### src/rtl/ifmap_tile_radr_gen_if.sv
// Address stream between the ifmap read-address generator and the buffer read port.
// The master drives adr/adr_pad/adr_valid, and the slave returns adr_ready.
interface ifmap_tile_radr_gen_if #(
    parameter int BANK_ADDR_WIDTH = 8
) ();
    logic                       adr_valid;
    logic                       adr_ready;
    logic [BANK_ADDR_WIDTH-1:0] adr;
    logic                       adr_pad;

    modport master (
        output adr_valid,
        output adr,
        output adr_pad,
        input  adr_ready
    );

    modport slave (
        input  adr_valid,
        input  adr,
        input  adr_pad,
        output adr_ready
    );
endinterface

### src/rtl/ifmap_tile_radr_gen.sv
// Read-address generator for the ifmap double buffer. It walks the (ox0, oy0, fx, fy, ic1)
// window with stride, dilation and zero-padding detection, and emits a valid/ready address stream.
module ifmap_tile_radr_gen #(
    parameter int BANK_ADDR_WIDTH = 8,
    parameter int CFG_W           = 8
) (
    input  logic                 clk,
    input  logic                 rst_n,
    input  logic                 config_en,
    input  logic [10*CFG_W-1:0]  config_data,
    input  logic                 start,
    ifmap_tile_radr_gen_if.master adr_if,
    output logic                 busy,
    output logic                 done
);

    localparam int XW = 2*CFG_W + 2;
    localparam int AW = BANK_ADDR_WIDTH;

    typedef enum logic {
        IDLE = 1'b0,
        RUN  = 1'b1
    } state_e;

    state_e               state_q, state_d;
    logic [10*CFG_W-1:0]  cfg_q, cfg_d;
    logic [CFG_W-1:0]     ox_q, ox_d;
    logic [CFG_W-1:0]     oy_q, oy_d;
    logic [CFG_W-1:0]     fx_q, fx_d;
    logic [CFG_W-1:0]     fy_q, fy_d;
    logic [CFG_W-1:0]     ic_q, ic_d;
    logic                 done_q, done_d;

    logic [CFG_W-1:0] ox0_c, oy0_c, fx_c, fy_c, stride_c, dil_c, pad_c, ix0_c, iy0_c, ic1_c;
    logic [CFG_W-1:0] ox_last, oy_last, fx_last, fy_last, ic_last;
    logic [CFG_W-1:0] stride_e, dil_e;
    logic [XW-1:0]    x_u, y_u;
    logic             is_pad;
    logic             last_elem;
    logic [AW-1:0]    adr_calc;

    function automatic logic [CFG_W-1:0] last_idx(input logic [CFG_W-1:0] v);
        return (v == '0) ? '0 : v - 1'b1;
    endfunction

    function automatic logic [CFG_W-1:0] at_least_one(input logic [CFG_W-1:0] v);
        return (v == '0) ? CFG_W'(1) : v;
    endfunction

    // Configuration fields, MSB first
    assign ox0_c    = cfg_q[9*CFG_W +: CFG_W];
    assign oy0_c    = cfg_q[8*CFG_W +: CFG_W];
    assign fx_c     = cfg_q[7*CFG_W +: CFG_W];
    assign fy_c     = cfg_q[6*CFG_W +: CFG_W];
    assign stride_c = cfg_q[5*CFG_W +: CFG_W];
    assign dil_c    = cfg_q[4*CFG_W +: CFG_W];
    assign pad_c    = cfg_q[3*CFG_W +: CFG_W];
    assign ix0_c    = cfg_q[2*CFG_W +: CFG_W];
    assign iy0_c    = cfg_q[1*CFG_W +: CFG_W];
    assign ic1_c    = cfg_q[0*CFG_W +: CFG_W];

    assign ox_last  = last_idx(ox0_c);
    assign oy_last  = last_idx(oy0_c);
    assign fx_last  = last_idx(fx_c);
    assign fy_last  = last_idx(fy_c);
    assign ic_last  = last_idx(ic1_c);
    assign stride_e = at_least_one(stride_c);
    assign dil_e    = at_least_one(dil_c);

    assign last_elem = (ox_q == ox_last) && (oy_q == oy_last) && (fx_q == fx_last) &&
                       (fy_q == fy_last) && (ic_q == ic_last);

    // XW bits hold the full signed range of x/y, so the modular subtraction yields two's complement
    always_comb begin
        x_u = XW'(ox_q) * XW'(stride_e) + XW'(fx_q) * XW'(dil_e) - XW'(pad_c);
        y_u = XW'(oy_q) * XW'(stride_e) + XW'(fy_q) * XW'(dil_e) - XW'(pad_c);
        // A negative value reads as a huge unsigned value, so the >= test also catches x<0 / y<0
        is_pad = x_u[XW-1] || y_u[XW-1] || (x_u >= XW'(ix0_c)) || (y_u >= XW'(iy0_c));
        // Low AW bits of each product depend only on the low AW bits of the operands
        adr_calc = AW'(x_u) + AW'(y_u) * AW'(ix0_c) + AW'(ic_q) * AW'(ix0_c) * AW'(iy0_c);
    end

    assign adr_if.adr_valid = (state_q == RUN);
    assign adr_if.adr_pad   = (state_q == RUN) && is_pad;
    assign adr_if.adr       = ((state_q == RUN) && !is_pad) ? adr_calc : '0;
    assign busy             = (state_q == RUN);
    assign done             = done_q;

    always_ff @(posedge clk or negedge rst_n) begin
        if (!rst_n) begin
            state_q <= IDLE;
            cfg_q   <= '0;
            ox_q    <= '0;
            oy_q    <= '0;
            fx_q    <= '0;
            fy_q    <= '0;
            ic_q    <= '0;
            done_q  <= 1'b0;
        end else begin
            state_q <= state_d;
            cfg_q   <= cfg_d;
            ox_q    <= ox_d;
            oy_q    <= oy_d;
            fx_q    <= fx_d;
            fy_q    <= fy_d;
            ic_q    <= ic_d;
            done_q  <= done_d;
        end
    end

    always_comb begin
        state_d = state_q;
        cfg_d   = cfg_q;
        ox_d    = ox_q;
        oy_d    = oy_q;
        fx_d    = fx_q;
        fy_d    = fy_q;
        ic_d    = ic_q;
        done_d  = 1'b0;

        unique case (state_q)
            IDLE: begin
                if (config_en) begin
                    cfg_d = config_data;
                end
                if (start) begin
                    state_d = RUN;
                    ox_d    = '0;
                    oy_d    = '0;
                    fx_d    = '0;
                    fy_d    = '0;
                    ic_d    = '0;
                end
            end
            RUN: begin
                if (adr_if.adr_ready) begin
                    // Nested wrap-and-carry; the final element wraps every counter back to 0
                    if (ox_q == ox_last) begin
                        ox_d = '0;
                        if (oy_q == oy_last) begin
                            oy_d = '0;
                            if (fx_q == fx_last) begin
                                fx_d = '0;
                                if (fy_q == fy_last) begin
                                    fy_d = '0;
                                    if (ic_q == ic_last) begin
                                        ic_d = '0;
                                    end else begin
                                        ic_d = ic_q + 1'b1;
                                    end
                                end else begin
                                    fy_d = fy_q + 1'b1;
                                end
                            end else begin
                                fx_d = fx_q + 1'b1;
                            end
                        end else begin
                            oy_d = oy_q + 1'b1;
                        end
                    end else begin
                        ox_d = ox_q + 1'b1;
                    end
                    if (last_elem) begin
                        state_d = IDLE;
                        done_d  = 1'b1;
                    end
                end
            end
            default: state_d = IDLE;
        endcase
    end

endmodule
### src/flat_wrapper.sv
// flat-port wrapper written by rule: the top's interface ports become plain ports
module ifmap_tile_radr_gen_flat 
#(
    parameter int BANK_ADDR_WIDTH = 8,
    parameter int CFG_W           = 8
)
  (clk, rst_n, config_en, config_data, start, busy, done, adr_if_adr_valid, adr_if_adr, adr_if_adr_pad, adr_if_adr_ready);
  ifmap_tile_radr_gen_if #(.BANK_ADDR_WIDTH(BANK_ADDR_WIDTH)) adr_if_i ();
  input  logic clk;
  input  logic rst_n;
  input  logic config_en;
  input  logic [10*CFG_W-1:0] config_data;
  input  logic start;
  output logic busy;
  output logic done;
  output wire logic [$bits(adr_if_i.adr_valid)-1:0] adr_if_adr_valid;
  output wire logic [$bits(adr_if_i.adr)-1:0] adr_if_adr;
  output wire logic [$bits(adr_if_i.adr_pad)-1:0] adr_if_adr_pad;
  input wire logic [$bits(adr_if_i.adr_ready)-1:0] adr_if_adr_ready;
  assign adr_if_adr_valid = adr_if_i.adr_valid;
  assign adr_if_adr = adr_if_i.adr;
  assign adr_if_adr_pad = adr_if_i.adr_pad;
  assign adr_if_i.adr_ready = adr_if_adr_ready;
  ifmap_tile_radr_gen #(.BANK_ADDR_WIDTH(BANK_ADDR_WIDTH), .CFG_W(CFG_W)) u_core (.clk(clk), .rst_n(rst_n), .config_en(config_en), .config_data(config_data), .start(start), .adr_if(adr_if_i), .busy(busy), .done(done));
endmodule
### config.mk
export PLATFORM = sky130hd
export DESIGN_NAME = ifmap_tile_radr_gen_flat
export DESIGN_NICKNAME = d
export VERILOG_FILES = /design/src/rtl/ifmap_tile_radr_gen_if.sv /design/src/rtl/ifmap_tile_radr_gen.sv /design/src/flat_wrapper.sv
export SDC_FILE = /design/constraint.sdc
export NUM_CORES = 1
export LEC_CHECK = 0
export CAP_MARGIN = 15
export CORE_MARGIN = 2
export CORE_UTILIZATION = 35
export DETAILED_ROUTE_END_ITERATION = 10
export GPL_ROUTABILITY_DRIVEN = 0
export PLACE_DENSITY = 0.56
export SLEW_MARGIN = 20
export SYNTH_ARGS = -nofsm -noshare
export SYNTH_HDL_FRONTEND = slang
export SYNTH_SLANG_ARGS = --single-unit
### constraint.sdc
create_clock -name clk -period 15.2 [get_ports clk]
set_clock_uncertainty 0.05 [all_clocks]
set_input_delay 2.28 -clock clk [delete_from_list [all_inputs] [get_ports clk]]
set_output_delay 2.28 -clock clk [all_outputs]
set_load 0.02 [all_outputs]
=== After elaboration in Yosys (flattened, before gate mapping) ===
Index checks and enable logic that the tools add are counted.

* Logic and storage cells: 109
* Output and inout port bits: 12
* Input port bits: 85
* Register bits after elaboration: 122

* Muxes and demuxes: 41
* Magnitude comparators: 2
* $add $sub $neg: 16
* Eq/ne operators: 11
* Reduce and logical (&&, ||, !) cells: 23
* Bitwise logic cells: 1
* Multiply operators: 7

{| class="wikitable"
|+ Operators with widths
! kind !! count
|-
| 8-bit 2-to-1 mux || 29
|-
| 8-bit one-hot mux with 2 select lines || 5
|-
| 8-bit by 8-bit multiplier with 16-bit output || 4
|-
| 8-bit zero test || 7
|-
| 8-bit by 1-bit adder with 8-bit output (second input constant) || 5
|-
| 8-bit == test || 5
|-
| 8-bit by 1-bit subtractor with 8-bit output (second input constant) || 5
|-
| 18-bit by 8-bit greater-or-equal comparator with 1-bit output || 2
|-
| 18-bit by 8-bit subtractor with 18-bit output || 2
|-
| 16-bit by 16-bit adder with 17-bit output || 2
|-
| 8-bit by 8-bit multiplier with 8-bit output || 3
|-
| 8-bit adder || 2
|-
| 2-bit inequality test (second input constant) || 6
|-
| 1-bit logical AND || 6
|-
| 1-bit 2-to-1 mux || 6
|-
| 6-bit AND reduction || 1
|-
| 5-bit AND reduction || 1
|-
| 2-bit AND reduction || 2
|-
| 4-bit AND reduction || 1
|-
| 1-bit logical OR || 3
|-
| 3-bit AND reduction || 1
|-
| 1-bit one-hot mux with 2 select lines || 1
|-
| 1-bit zero test || 1
|-
| 1-bit inverter || 1
|}

=== Depth between registers and ports, before layout ===
* Depth in word-level cells: 11
* Gate-level depth with buffers: 39
* Depth with buffers taken out: 38

=== Worst setup path after synthesis ===
No wires, ideal clock.

* Path type: flip-flop to output port
* Start point: register u_core.cfg_q[41]
* End point: output adr_if_adr[7]
* Stages on the path, launching flop included: 34
* Path slack: 3.175 ns
* Required time: 12.870 ns
* Buffers on the path: 2
* Data arrival time: 9.695 ns
* Cells stage by stage: dfrtp_1 > clkbuf_1 > clkbuf_1 > nand2_1 > fa_1 > fa_1 > inv_1 > fa_1 > inv_1 > fa_1 > fa_1 > fa_1 > inv_1 > ha_1 > xnor2_1 > ha_1 > xnor2_1 > and2_1 > ha_1 > fa_1 > fa_1 > fa_1 > inv_1 > fa_1 > fa_1 > inv_1 > ha_1 > nand2_1 > o21ai_0 > xnor3_1 > xnor3_1 > xnor2_1 > xnor2_1 > and3_1

* Word-level cells in the longest chain between the ends: 11
* Elaborated cells on any way between the ends: 19
* Classes of those cells: 6 x add/sub; 3 x mul; 2 x order compare; 2 x mux; 6 x reduce/logical

{| class="wikitable"
|+ RTL lines
! item !! RTL line !! RTL
|-
| from (decl) || ifmap_tile_radr_gen.sv:26 || <nowiki>logic [10*CFG_W-1:0] cfg_q, cfg_d;</nowiki>
|-
| from (signal assigned) || ifmap_tile_radr_gen.sv:101 || <nowiki>cfg_q <= cfg_d;</nowiki>
|-
| 8-bit zero test || ifmap_tile_radr_gen.sv:47 || <nowiki>return (v == '0) ? CFG_W'(1) : v;</nowiki>
|-
| 8-bit 2-to-1 mux (*) || ifmap_tile_radr_gen.sv:47 ||
|-
| branches (longest 8 deep; another with 18-bit by 8-bit subtractor with 18-bit output) || - ||
|-
| 8-bit 2-to-1 mux (*) || ifmap_tile_radr_gen.sv:85 || <nowiki>assign adr_if.adr = ((state_q == RUN) && !is_pad) ? adr_calc : '0;</nowiki>
|-
| to (decl) || flat_wrapper.sv:17 || <nowiki>output wire logic [$bits(adr_if_i.adr)-1:0] adr_if_adr;</nowiki>
|}

Mark *: on every way between the ends.

=== Final worst setup path ===
* Start point: register u_core.cfg_q[33]
* End point: output adr_if_adr[7]

Same word-level chain as after synthesis.

==> results.toml <==
[run_status]
status = "finished, final reports clean"

[floorplan]
die_x_um = 244
die_area_um2 = 59400
row_count = 87
io_pins = 97
chipHeight_um = 244
core-area_um2 = 56600
start_util = 0.355

[grt]
grt_first_pass_wirelength_um = 88400
grt_overflow = 0
grt_pass1_vias = 16402
antenna_found_initial = 0
grtUsageTotal = 0.189
grt_max_degree = 81

[yosys]
synth_edf_count = 0
ys_ff_latch = 122
synth_ff_type = "dfrtp_1"
synthMuxAreaShare = 0.0303
synth_compound_area_frac = 0.0855
synth_top_family_by_area = "adder cells"
synth_seq_area_share = 0.152
ys.warnings.count = 0
synthXorXnorAreaFrac = 0.0623
syn-instance-count = 2263
synth_area_um2 = 20100
ys_async_sr_fraction = 1.00
synth_area_per_cell_um2 = 8.89
synthDistinctLibCells = 80
yosys.area_share.simple = 0.196
synth_nets = 2819
synth_adder_area_share = 0.384

[worst_setup_path]
worst-path-max-fanout = 18
crit_slowest_cell = "dfrtp_1"
start_kind = "register"
path_class = "register to output port"
cp-end-kind = "output port"
cp_top_family = "adder cells"
worst-path-buf-inv = 8
cp_common_cell = "fa_1"
worst_ep_arrival_time_ns = 11.41
cp_slowest_stage_delay_ns = 0.73
cp.required_ns = 12.87

[finish]
nNetsFinal = 2852
area_growth_pct = 11.1
drive_gt1_frac = 0.0489

[power]
pwr-share-seq = 0.111
clkPwrFrac = 0.104
power_switching_share = 0.478
peakVddDrop_v = 0.000467
p_switching_w = 0.00192
p_leak_nw = 11.1
power_frac_comb = 0.785
total_power_w = 0.00401
p_int_w = 0.00210
p_per_area_nw_per_um2 = 180

[placed_design]
port_buffers = 96
dp_hpwl_um = 43400

[sta]
maxSlewViolCount = 0
maxClockFrequency_mhz = 72.8
relSlewSlack = 0.310
grt_setup_unrepaired = "no"
finalSetupViolCount = 0
worst_pin_slew_ns = 1.03
period_needed_ns = 13.74
setup_tns_ns = 0
hold_violations = 0
post-route-period-util = 0.904

[cts]
clock-sinks = 122
cts_resized = 0
cts_buffers = 17
clk_pin_slew_ns = 0.06
cts_hold_buf = 0
cts-root-to-sink-buffers = 2
cts_tree = "built"
post_cts_buffers = 0
clkLatencyLatePin_ns = 0.49
root_buffer = "clkbuf_16"
htree_levels = 4

[hold_path]
hold_path_class = "register to register"

[drt]
drt_wl_total_um = 53800
vias = 15454
ant_nets = 0
drt-initial-drc-count = 780
drc = 0
post_drt_wl_per_cell_um = 17.6
drt_pass1_iterations = 7
routed_via_density = 5.04

[flow_run]
drv_cap = 0
==> synth_stat cells (7+ instances only) <==
library cell,number,area (um^2)
nor3_1,43,215
o31ai_1,8,60.1
inv_1,386,1450
dfrtp_1,122,3050
and3_1,36,225
nor4_1,13,81.3
xnor2_1,79,692
nand2b_1,19,119
a21oi_1,63,315
clkbuf_1,89,334
nand3b_1,8,60.1
o211ai_1,7,52.6
mux2_2,47,529
a31oi_1,10,62.6
nor2_1,72,270
nand3_1,27,135
nand2_1,215,807
and2_1,216,1350
fa_1,245,4900
o21a_1,12,90.1
nor2b_1,29,181
ha_1,226,2830
xor2_1,43,377
nand4_1,15,93.8
a21o_1,25,188
o21ai_0,85,425
or3_1,8,50.1
mux2i_1,8,80.1
==> per-layer routing <==
layer,up-vias,GRT usage,routed length (um)
met5,-,0,0
met4,0,0.0540,976
met3,46,0.0306,2130
met2,280,0.320,26400
met1,7783,0.250,24400
li1,7345,-,-
==> worst reg2reg max path, cell delays in order, from the launching register on <==
cell,delay [ns]
dfrtp_1,0.42
inv_1,0.13
ha_1,0.30
or4b_1,0.52
nor4_1,0.48
a21oi_1,0.09
o32ai_1,0.26
nand4_1,0.15
nor3_2,0.50
nand4_1,0.19
nand2_1,0.33
nand3_2,0.19
o31ai_1,0.27
==> power by group through the flow <==
stage          combinational [W]  sequential [W]  clock, W
6_report                 0.00315        0.000445  0.000419
5_1_grt                  0.00349        0.000453  0.000447
4_1_cts                  0.00316        0.000443  0.000435
3_5_place_dp             0.00312        0.000449         0
3_3_place_gp             0.00307        0.000447         0
2_1_floorplan            0.00245        0.000394         0
==> final cells by class <==
class | instances | area [um^2]
antenna | 1 | 2.50
inverter | 386 | 1450
timing repair buffer | 106 | 1060
clock inverter | 14 | 139
fill | 5684 | 34300
clock buffer | 18 | 439
sequential | 122 | 3050
tap | 756 | 946
multi-input combinational | 1663 | 15300
==> stage by stage <==
stage | area [um^2] | hold WS, ns | utilization | cells | setup slack, ns
2_1_floorplan | 20100 | 0.432 | - | 2263 | 3.18
3_3_place_gp | 21700 | 0.477 | 0.384 | 3031 | 2.19
3_5_place_dp | 21700 | 0.478 | 0.384 | 3031 | 1.99
4_1_cts | 22300 | 0.487 | 0.394 | 3063 | 1.41
5_1_grt | 22400 | 0.503 | 0.395 | 3065 | 0.887
6_report | 22400 | 0.489 | 0.395 | 3066 | 1.46
==> worst paths after layout <==
check                                      start                to  slack (ns)  cells after the start
min in group asynchronous                  rst_n    u_core.fy_q[6]        1.73                      1
worst min register to register  u_core.cfg_q[32]  u_core.cfg_q[32]        0.49                      1
max in group asynchronous                  rst_n  u_core.cfg_q[70]       12.18                      3
worst max-delay path            u_core.cfg_q[33]     adr_if_adr[7]        1.46                     38
worst max register to register  u_core.cfg_q[56]    u_core.ic_q[6]       11.23                     12
worst min-delay path            u_core.cfg_q[32]  u_core.cfg_q[32]        0.49                      1
==> state kept, by name (all words and copies together), names as in the netlist <==
name / count
u_core.oy_q: 8
u_core.done: 1
u_core.fy_q: 8
u_core.adr_if.adr_valid: 1
u_core.cfg_q: 80
u_core.fx_q: 8
u_core.ic_q: 8
u_core.ox_q: 8
==> cell usage in the layout (no fill, tap or decap), drive strengths merged, types with 5 or more instances in the layout <==
cell,netlist,final
o32ai,6,6
and2,217,217
o21ai,85,85
a21oi,63,63
fa,245,245
a211oi,8,8
ha,226,226
nand3,29,29
clkdlybuf4s50,0,95
nand2,215,215
buf,3,11
mux2i,8,8
o211ai,7,7
or3,9,9
nor3b,6,6
o31ai,8,8
inv,386,391
xnor2,79,79
xnor3,6,6
or4,5,5
o21a,12,12
nand4,15,15
nand2b,19,19
xor2,43,43
nor2,72,72
nor2b,29,29
nand3b,8,8
clkbuf,89,18
nor3,44,44
a21o,25,25
a31oi,10,10
mux2,47,47
nor4,15,15
dfrtp,122,122
and3,36,36
clkinvlp,0,6
o22ai,6,6
o2111ai,5,5
==> cells by family (layout without fill, tap and decap cells) <==
logic type | Yosys count | after routing
mux | 55 | 55
buf+inv | 478 | 524
compound gates | 269 | 269
other cells | 0 | 1
fa+ha+maj | 471 | 471
simple gates | 738 | 738
flops | 122 | 122
xor+xnor | 130 | 130
(Power assumes the default switching activity.)
